==> src/rtl/riscv_mem_arbiter_if.sv <==
// Signal bundle between the two requesters (fetch = 0, load/store = 1),
// the memory arbiter and the single-port AXI request/response driver.
interface riscv_mem_arbiter_if;
  // requester side
  logic [1:0]       m_req_vld;
  logic [1:0]       m_req_rnw;
  logic [1:0][31:0] m_req_addr;
  logic [1:0][31:0] m_req_data;
  logic [1:0]       m_flush;
  logic [1:0]       m_req_ack;
  logic [1:0]       m_rsp_vld;
  logic [31:0]      m_rsp_addr;
  logic [31:0]      m_rsp_data;
  logic [1:0]       m_rsp_ack;

  // driver side
  logic             drv_req_vld;
  logic             drv_req_rnw;
  logic [31:0]      drv_req_addr;
  logic [31:0]      drv_req_data;
  logic             drv_req_ack;
  logic             drv_rsp_vld;
  logic [31:0]      drv_rsp_addr;
  logic [31:0]      drv_rsp_data;
  logic             drv_rsp_ack;

  // the arbiter: serves the requesters, masters the driver
  modport slave (
    input  m_req_vld, m_req_rnw, m_req_addr, m_req_data, m_flush, m_rsp_ack,
    output m_req_ack, m_rsp_vld, m_rsp_addr, m_rsp_data,
    output drv_req_vld, drv_req_rnw, drv_req_addr, drv_req_data, drv_rsp_ack,
    input  drv_req_ack, drv_rsp_vld, drv_rsp_addr, drv_rsp_data
  );

  // the environment: requesters plus driver
  modport master (
    output m_req_vld, m_req_rnw, m_req_addr, m_req_data, m_flush, m_rsp_ack,
    input  m_req_ack, m_rsp_vld, m_rsp_addr, m_rsp_data,
    input  drv_req_vld, drv_req_rnw, drv_req_addr, drv_req_data, drv_rsp_ack,
    output drv_req_ack, drv_rsp_vld, drv_rsp_addr, drv_rsp_data
  );
endinterface

==> src/rtl/riscv_mem_arbiter.sv <==
// Two-requester arbiter in front of the AXI driver; in-order owner FIFO routes
// responses back. Define RISCV_MEM_ARB_RR_EN for round-robin instead of 1 > 0.
module riscv_mem_arbiter #(
  parameter int unsigned OUTSTANDING = 16,
  parameter int unsigned PTR_W       = $clog2(OUTSTANDING)
) (
  input  logic                clock,
  input  logic                reset,
  riscv_mem_arbiter_if.slave  bus
);

  typedef enum logic {
    ST_OPEN,
    ST_LOCKED
  } lock_state_t;

  localparam logic [PTR_W:0] FULL_CNT = (PTR_W+1)'(OUTSTANDING);

  lock_state_t              state_q, state_d;
  logic                     lock_port_q, lock_port_d;

  logic [OUTSTANDING-1:0]   own_q;
  logic [OUTSTANDING-1:0]   disc_q;
  logic [PTR_W-1:0]         wr_ptr, rd_ptr;
  logic [PTR_W:0]           count;

  logic                     full;
  logic                     grant;
  logic                     req_vld;
  logic                     accept;
  logic                     head_owner;
  logic                     head_drop;
  logic                     rsp_live;
  logic                     push;
  logic                     pop;

`ifdef RISCV_MEM_ARB_RR_EN
  logic                     rr_ptr;
`endif

  assign full = (count == FULL_CNT);

  // Grant selection: held while locked, otherwise arbitrate among requesters.
  always_comb begin
    grant = 1'b0;
    if (state_q == ST_LOCKED) begin
      grant = lock_port_q;
    end else begin
`ifdef RISCV_MEM_ARB_RR_EN
      if (&bus.m_req_vld) grant = rr_ptr;
      else                grant = bus.m_req_vld[1];
`else
      grant = bus.m_req_vld[1];
`endif
    end
  end

  // A flush retracts a stalled (locked) request; a fresh request accepted in
  // the flush cycle still issues and is pushed pre-discarded instead.
  always_comb begin
    req_vld = ~reset & ~full & bus.m_req_vld[grant];
    if (state_q == ST_LOCKED && bus.m_flush[grant]) req_vld = 1'b0;
  end

  assign accept = req_vld & bus.drv_req_ack;

  assign bus.drv_req_vld  = req_vld;
  assign bus.drv_req_rnw  = bus.m_req_rnw[grant];
  assign bus.drv_req_addr = bus.m_req_addr[grant];
  assign bus.drv_req_data = bus.m_req_data[grant];
  assign bus.m_req_ack    = accept ? (grant ? 2'b10 : 2'b01) : 2'b00;

  // Lock FSM next state: lock whenever the driver stalls a valid request.
  always_comb begin
    state_d     = ST_OPEN;
    lock_port_d = lock_port_q;
    if (req_vld && !bus.drv_req_ack) begin
      state_d     = ST_LOCKED;
      lock_port_d = grant;
    end
  end

  always_ff @(posedge clock) begin
    if (reset) begin
      state_q     <= ST_OPEN;
      lock_port_q <= 1'b0;
    end else begin
      state_q     <= state_d;
      lock_port_q <= lock_port_d;
    end
  end

`ifdef RISCV_MEM_ARB_RR_EN
  always_ff @(posedge clock) begin
    if (reset)       rr_ptr <= 1'b0;
    else if (accept) rr_ptr <= ~grant;
  end
`endif

  // Response routing from the FIFO head.
  assign head_owner = own_q[rd_ptr];
  assign head_drop  = disc_q[rd_ptr] | bus.m_flush[head_owner];
  assign rsp_live   = ~reset & bus.drv_rsp_vld & (count != '0);

  always_comb begin
    bus.m_rsp_vld = 2'b00;
    if (rsp_live && !head_drop) bus.m_rsp_vld[head_owner] = 1'b1;
  end

  assign bus.m_rsp_addr  = bus.drv_rsp_addr;
  assign bus.m_rsp_data  = bus.drv_rsp_data;
  assign bus.drv_rsp_ack = rsp_live & (head_drop | bus.m_rsp_ack[head_owner]);

  assign push = accept;
  assign pop  = bus.drv_rsp_ack;

  always_ff @(posedge clock) begin
    if (reset) begin
      wr_ptr <= '0;
      rd_ptr <= '0;
      count  <= '0;
    end else begin
      if (push) wr_ptr <= wr_ptr + PTR_W'(1);
      if (pop)  rd_ptr <= rd_ptr + PTR_W'(1);
      case ({push, pop})
        2'b10:   count <= count + (PTR_W+1)'(1);
        2'b01:   count <= count - (PTR_W+1)'(1);
        default: count <= count;
      endcase
    end
  end

  // Stale (non-valid) slots may also be marked; the push rewrites them anyway.
  always_ff @(posedge clock) begin
    if (reset) begin
      own_q  <= '0;
      disc_q <= '0;
    end else begin
      for (int unsigned i = 0; i < OUTSTANDING; i++) begin
        if (bus.m_flush[own_q[i]]) disc_q[i] <= 1'b1;
      end
      if (push) begin
        own_q[wr_ptr]  <= grant;
        disc_q[wr_ptr] <= bus.m_flush[grant];
      end
    end
  end

endmodule
==> src/flat_wrapper.sv <==
// flat-port wrapper written by rule: the top's interface ports become plain ports
module riscv_mem_arbiter_flat 
#(
  parameter int unsigned OUTSTANDING = 16,
  parameter int unsigned PTR_W       = $clog2(OUTSTANDING)
)
  (clock, reset, bus_m_req_vld, bus_m_req_rnw, bus_m_req_addr, bus_m_req_data, bus_m_flush, bus_m_rsp_ack, bus_m_req_ack, bus_m_rsp_vld, bus_m_rsp_addr, bus_m_rsp_data, bus_drv_req_vld, bus_drv_req_rnw, bus_drv_req_addr, bus_drv_req_data, bus_drv_rsp_ack, bus_drv_req_ack, bus_drv_rsp_vld, bus_drv_rsp_addr, bus_drv_rsp_data);
  riscv_mem_arbiter_if bus_i ();
  input  logic clock;
  input  logic reset;
  input wire logic [$bits(bus_i.m_req_vld)-1:0] bus_m_req_vld;
  input wire logic [$bits(bus_i.m_req_rnw)-1:0] bus_m_req_rnw;
  input wire logic [$bits(bus_i.m_req_addr)-1:0] bus_m_req_addr;
  input wire logic [$bits(bus_i.m_req_data)-1:0] bus_m_req_data;
  input wire logic [$bits(bus_i.m_flush)-1:0] bus_m_flush;
  input wire logic [$bits(bus_i.m_rsp_ack)-1:0] bus_m_rsp_ack;
  output wire logic [$bits(bus_i.m_req_ack)-1:0] bus_m_req_ack;
  output wire logic [$bits(bus_i.m_rsp_vld)-1:0] bus_m_rsp_vld;
  output wire logic [$bits(bus_i.m_rsp_addr)-1:0] bus_m_rsp_addr;
  output wire logic [$bits(bus_i.m_rsp_data)-1:0] bus_m_rsp_data;
  output wire logic [$bits(bus_i.drv_req_vld)-1:0] bus_drv_req_vld;
  output wire logic [$bits(bus_i.drv_req_rnw)-1:0] bus_drv_req_rnw;
  output wire logic [$bits(bus_i.drv_req_addr)-1:0] bus_drv_req_addr;
  output wire logic [$bits(bus_i.drv_req_data)-1:0] bus_drv_req_data;
  output wire logic [$bits(bus_i.drv_rsp_ack)-1:0] bus_drv_rsp_ack;
  input wire logic [$bits(bus_i.drv_req_ack)-1:0] bus_drv_req_ack;
  input wire logic [$bits(bus_i.drv_rsp_vld)-1:0] bus_drv_rsp_vld;
  input wire logic [$bits(bus_i.drv_rsp_addr)-1:0] bus_drv_rsp_addr;
  input wire logic [$bits(bus_i.drv_rsp_data)-1:0] bus_drv_rsp_data;
  assign bus_i.m_req_vld = bus_m_req_vld;
  assign bus_i.m_req_rnw = bus_m_req_rnw;
  assign bus_i.m_req_addr = bus_m_req_addr;
  assign bus_i.m_req_data = bus_m_req_data;
  assign bus_i.m_flush = bus_m_flush;
  assign bus_i.m_rsp_ack = bus_m_rsp_ack;
  assign bus_m_req_ack = bus_i.m_req_ack;
  assign bus_m_rsp_vld = bus_i.m_rsp_vld;
  assign bus_m_rsp_addr = bus_i.m_rsp_addr;
  assign bus_m_rsp_data = bus_i.m_rsp_data;
  assign bus_drv_req_vld = bus_i.drv_req_vld;
  assign bus_drv_req_rnw = bus_i.drv_req_rnw;
  assign bus_drv_req_addr = bus_i.drv_req_addr;
  assign bus_drv_req_data = bus_i.drv_req_data;
  assign bus_drv_rsp_ack = bus_i.drv_rsp_ack;
  assign bus_i.drv_req_ack = bus_drv_req_ack;
  assign bus_i.drv_rsp_vld = bus_drv_rsp_vld;
  assign bus_i.drv_rsp_addr = bus_drv_rsp_addr;
  assign bus_i.drv_rsp_data = bus_drv_rsp_data;
  riscv_mem_arbiter #(.OUTSTANDING(OUTSTANDING), .PTR_W(PTR_W)) u_core (.clock(clock), .reset(reset), .bus(bus_i));
endmodule
==> config.mk <==
export PLATFORM = sky130hd
export DESIGN_NAME = riscv_mem_arbiter_flat
export DESIGN_NICKNAME = d
export VERILOG_FILES = /design/src/rtl/riscv_mem_arbiter_if.sv /design/src/rtl/riscv_mem_arbiter.sv /design/src/flat_wrapper.sv
export SDC_FILE = /design/constraint.sdc
export NUM_CORES = 1
export LEC_CHECK = 0
export CORE_AREA = 10 10 124 126
export CTS_CLUSTER_DIAMETER = 50
export DETAILED_ROUTE_END_ITERATION = 16
export DIE_AREA = 0 0 134 136
export PLACE_DENSITY_LB_ADDON = 0.25
export SLEW_MARGIN = 5
export SYNTH_ARGS = -nofsm -noshare
export SYNTH_HDL_FRONTEND = slang
export SYNTH_SLANG_ARGS = --single-unit
==> constraint.sdc <==
create_clock -name clock -period 6.5 [get_ports clock]
set_clock_uncertainty 0.1 [all_clocks]
set_input_delay 1.3 -clock clock [delete_from_list [all_inputs] [get_ports clock]]
set_output_delay 1.3 -clock clock [all_outputs]
set_load 0.005 [all_outputs]
Word-level counts from Yosys, hierarchy flattened
Cells that the tools add are included.
Storage, ports and cells
  register bits: 47
  latch bits: 0
  memory bits (writable): 0
  memory bits (read-only): 0
  output and inout bits: 135
  memories kept: 0
Cells by class
  $add $sub $neg: 4
  multiply operators: 0
  divide/modulo/power cells: 0
  $lt $le $gt $ge: 22
  eq/ne operators: 3
  shifts and indexed selects: 0
  muxes and demuxes: 96
  bitwise logic cells: 10
  reductions and logical operators: 9
Operators by type and width (count)
  two-way mux 32 bit: 4
  two-way mux 1 bit: 81
  < comparator 1 x 2 -> 1 bit (second input constant): 18
  bitwise mux 16 bit: 2
  two-way mux 16 bit: 1
  < comparator 4 x 5 -> 1 bit (second input constant): 2
  one-hot mux 5 bit (2 select lines): 1
  adder 4 x 1 -> 4 bit (second input constant): 2
  binary-select mux 1 bit (select 4 bit): 2
  bitwise AND 1 bit: 6
  two-way mux 2 bit: 3
  adder 5 x 1 -> 5 bit (second input constant): 1
  == test 5 bit (second input constant): 1
  logical AND 1 bit: 5
  nonzero test 5 bit: 1
  subtractor 5 x 1 -> 5 bit (second input constant): 1
  demux 1 bit (select 4 bit): 1
  >= comparator 4 x 1 -> 1 bit (second input constant): 1
  == test 2 x 1 -> 1 bit (second input constant): 1
  == test 2 bit (second input constant): 1
  logical NOT 1 bit: 2
  NOT 1 bit: 2
  bitwise OR 1 bit: 2
  nonzero test 2 bit: 1
  other kinds (2): 2

Logic depth before layout (Yosys ltp)
  depth after elaboration: 9
  mapped depth: 15
  gate-level depth less buffers: 13

Worst setup path before layout
Ideal clock, no wire load.
  path type: input port to flip-flop
  start: input bus_m_flush[0]
  end: register u_core.count[4]
  library setup time: 0.071 ns
  arrival time: 3.921 ns
  setup slack: 2.408 ns
  stages: 13
  path buffers: 2
  path through: clkbuf_1 > o21ai_0 > nand2_1 > a211oi_1 > clkbuf_1 > inv_1 > ha_1 > fa_1 > a21o_1 > a21oi_1 > xor2_1 > or3_1 > a21oi_1
Between the ends
  word-level cells in the longest chain between the ends: 7
  elaborated cells on any way between the ends: 14
  those cells by class: eq/ne (2); mux (6); bitwise (4); reduce/logical (2)
RTL lines
  start: declaration: line flat_wrapper.sv:15  | input wire logic [$bits(bus_i.m_flush)-1:0] bus_m_flush;
  two-way mux 1 bit (on tied branches) (2 in series): line riscv_mem_arbiter.sv:102, riscv_mem_arbiter.sv:62
  bitwise OR 1 bit / logical AND 1 bit (equally long branches): line riscv_mem_arbiter.sv:102, riscv_mem_arbiter.sv:62
  bitwise OR 1 bit / two-way mux 1 bit (equally long branches): line riscv_mem_arbiter.sv:112, riscv_mem_arbiter.sv:62
  bitwise AND 1 bit (on tied branches): line riscv_mem_arbiter.sv:112, riscv_mem_arbiter.sv:65
  == test 2 x 1 -> 1 bit / == test 2 bit (equally long branches): line riscv_mem_arbiter.sv:125  | case ({push, pop})
  one-hot mux 5 bit (2 select lines) / nonzero test 2 bit (equally long branches)
  end signal: assignment: line riscv_mem_arbiter.sv:126  | 2'b10: count <= count + (PTR_W+1)'(1);
  end signal: assignment: line riscv_mem_arbiter.sv:127  | 2'b01: count <= count - (PTR_W+1)'(1);
  end signal: assignment: line riscv_mem_arbiter.sv:128  | default: count <= count;
  end: declaration: line riscv_mem_arbiter.sv:25  | logic [PTR_W:0] count;
Parallel ways exist; a longest one is shown, timed or not. The select of a mux whose other input is x is not followed.
A chain may end at the register's enable or synchronous reset.

Final worst setup path
  start: input bus_m_flush[1]
  end: output bus_drv_rsp_ack
Between the ends
  word-level cells in the longest chain between the ends: 5
RTL lines
  two-way mux 1 bit (implied by the code) (2 in series): line riscv_mem_arbiter.sv:102  | assign head_drop = disc_q[rd_ptr] | bus.m_flush[head_owner];
  bitwise OR 1 bit: line riscv_mem_arbiter.sv:102
  bitwise OR 1 bit: line riscv_mem_arbiter.sv:112  | assign bus.drv_rsp_ack = rsp_live & (head_drop | bus.m_rsp_ack[head_owner]);
  bitwise AND 1 bit: line riscv_mem_arbiter.sv:112
  end: declaration: line flat_wrapper.sv:25  | output wire logic [$bits(bus_i.drv_rsp_ack)-1:0] bus_drv_rsp_ack;
No other way between the ends. The select of a mux whose other input is x is not followed.

==> summary.md <==
| Metric | Value |
|---|---|
| Rows | `between 40 and 50` |
| Worst reg2reg startpoint | `u_core.rd_ptr[1]` |
| Slew headroom | `39.4%` |
| Worst reg2reg endpoint | `u_core.count[4]` |
| Final Cycle Share | `80.5%` |
| Area Overhead vs Synth | `48.3%` |
| Tmin final | `5.23 ns` |
| First-pass GRT wire length | `24400 µm` |
| Worst slew pin tran | `0.905 ns` |
| H-tree levels | `2` |
| Post-CTS setup buffer count | `0` |
| Routability cong. | `0.863` |
| Endpoint class of the critical path | `output pin` |
| Int Pwr | `0.000638 W` |
| Power Dens Cells | `152 nW/µm²` |
| Initial antenna violation count | `0` |
| Yosys warns | `0` |
| Place WS | `approximately 1.3 ns` |
| Worst EP arrival | `3.83 ns` |
| Ant diodes | `0` |
| Total die area | `18200 µm²` |
| Unique masters post-synth | `41` |
| Clk root buf | `clkbuf_16` |
| Primary FF master, synth | `dfxtp_1` |
| RSZ-0062 raised after global routing | `false` |
| Max-Cap Viols | `0` |
| FMAX | `191 MHz` |
| IO Pins | `339` |
| Final Hold Viols | `0` |
| Clock Sinks | `47` |
| Commonest non-fill, non-tap cell in the layout | `nand2_1` |
| Mapped Avg Cell Area | `between 6 and 7 µm²` |
| Synth Instances | `589` |
| Synthesized net count | `803` |
| CP Class | `primary input to output pin` |
| Initial Utilization | `30.5%` |
| Iter 0 DRT Violations | `279` |
| Final nets | `929` |
| Post-route setup slack | `1.27 ns` |
| Port bufs | `210` |
| Min-delay worst type | `flip-flop to flip-flop` |
| Hold Buf Count CTS | `0` |
| Maximum vdd drop | `roughly 0.096 mV` |
| Worst-path clk slew | `around 0.06 ns` |
| Combinational power share | `36.8%` |
| Seq/Total Area, Yosys | `23.7%` |
| Chip Width | `134 µm` |
| Post-synth EDFFs | `0` |
| Critical path capture point | `bus_drv_rsp_ack` |
| R2R cell count | `12` |
| Switching portion of total power | `28.7%` |
| Dpl hpwl | `14200 µm` |
| Commonest cells after routing, fill and taps aside | `221 x nand2_1, 210 x clkdlybuf4s50_1, 52 x nor2_1` |
| Resize count post-CTS | `0` |
| DRT Wirelength | `17000 µm` |
| DRC viols | `0` |
| Vias post-DR | `4315` |
| CORE AREA | `13000 µm²` |
| Part of the power in registers | `35.5%` |
| Largest net degree at the start of global routing | `67` |
| Drt pass-1 iters | `8` |
| Grt ovf | `0` |
| Vias in the first global route | `4107` |
| P_sw | `0.000257 W` |
| Startpoint Class | `primary input` |
| GRT Overall Usage | `16.8%` |
| Leakage | `2.55 nW` |
| Crit-path max FO | `17` |
| CTS tree | `done` |
| Clock share of power | `approximately 28%` |
| Clock tree buffer depth | `2` |
| CTS Buf Count | `5` |
| Worst Setup SP | `bus_m_flush[1]` |
| Share of cells above drive strength 1 | `4.19%` |
| Max Slew Vio Count | `0` |
| Wire length per cell | `~19 µm` |
| Status | `complete, no violations` |
| Final antenna-violating net count | `0` |
| Insertion delay to the later sink of the worst-skew pair | `0.29 ns` |
| Worst EP required | `~5.1 ns` |
| Post-Syn Area | `3970 µm²` |
| FF+latch count, synth | `47` |
| Die Height | `approximately 140 µm` |
| Post-synthesis async set-or-reset flop share | `0%` |
| Finish-stage setup viols | `0` |
| Total Neg Setup Slack | `0 ns` |
| R2R setup slack | `roughly 2.3 ns` |
| Via-to-Cell Ratio | `between 4 and 5` |
layer usage:
metal	GRT usage, %	wire length, µm	up-vias
met3	6.68	1840	12
met4	3.63	184	0
met5	0.277	0	-
met1	18.2	6020	1952
met2	30.4	8990	243
li1	-	-	2108
power by group through the flow:
stage	Sequential (W)	Combinational [W]	Clock, W
floorplan	0.000314	0.000164	0
global placement	0.000323	0.000325	0
detailed placement	0.000324	0.000330	0
CTS	0.000317	0.000332	0.000255
global route	0.000319	0.000358	0.000267
finish	0.000318	0.000329	0.000248
worst max-delay path: stages:
cell and delay (ns):
clkdlybuf4s50_1 0.54, clkinv_1 0.45, o211a_1 0.42, o22ai_2 0.31
o211a_1 0.27, clkdlybuf4s50_1 0.53
sequential cells by signal, indices dropped and copies added, names as in the netlist:
| signal | cells |
|---|---|
| u_core.own_q | 16 |
| u_core.wr_ptr | 4 |
| u_core.count | 5 |
| u_core.state_q | 1 |
| u_core.lock_port_q | 1 |
| u_core.disc_q | 16 |
| u_core.rd_ptr | 4 |
layout make-up:
type / count / area, µm²
Inverter: 10 / 37.5
Fill cell: 1292 / 7100
Multi-Input combinational cell: 435 / 2380
Clock buffer: 6 / 129
Tap cell: 176 / 220
Clock inverter: 2 / 12.5
Sequential cell: 47 / 941
Timing Repair Buffer: 216 / 2160
worst min path at each step:
stage                            startpoint                end  slack [ns]  cells past startpoint
after floorplan             u_core.count[4]    u_core.count[4]        0.37                      2
after global placement    u_core.disc_q[15]  u_core.disc_q[15]        0.39                      1
after detailed placement  u_core.disc_q[15]  u_core.disc_q[15]        0.40                      1
after CTS                 u_core.disc_q[15]  u_core.disc_q[15]        0.42                      1
after global routing       u_core.disc_q[7]   u_core.disc_q[7]        0.44                      1
final                     u_core.disc_q[15]  u_core.disc_q[15]        0.42                      1
per-stage QoR:
step / cells / instance area [µm²] / power, W / util [%] / hold slack, ns
2_1_floorplan: 589 / 3970 / 0.000478 / - / 0.368
4_1_cts: 892 / 5880 / 0.000904 / 45.3 / 0.418
3_3_place_gp: 884 / 5740 / 0.000648 / 44.2 / 0.388
6_report: 892 / 5880 / 0.000895 / 45.3 / 0.420
5_1_grt: 892 / 5880 / 0.000943 / 45.3 / 0.445
3_5_place_dp: 884 / 5740 / 0.000654 / 44.2 / 0.402
kinds of logic after synthesis:
group           after synthesis  synth area share [%]
fa+ha+maj                    10                  3.34
flops                        47                  23.7
mux                          37                  12.4
xor+xnor                      7                  1.55
compound gates               74                  11.2
buf+inv                     107                  16.6
simple gates                307                  31.2
synthesized netlist by cell type, drive strengths merged, types with 3 or more instances:
library cell | number | area [µm²]
a211oi | 3 | 27.5
mux2i | 25 | 263
ha | 9 | 113
mux2 | 4 | 48.8
o311a | 4 | 40.0
inv | 9 | 33.8
nor2 | 52 | 195
xor2 | 5 | 43.8
nand2 | 221 | 830
nor2b | 4 | 25.0
dfxtp | 47 | 941
and3 | 17 | 106
o21ai | 30 | 150
nor3 | 3 | 15.0
clkbuf | 25 | 93.8
a21oi | 27 | 135
buf | 72 | 528
mux4 | 8 | 180
Note: power is estimated with default switching activity, not from simulation.
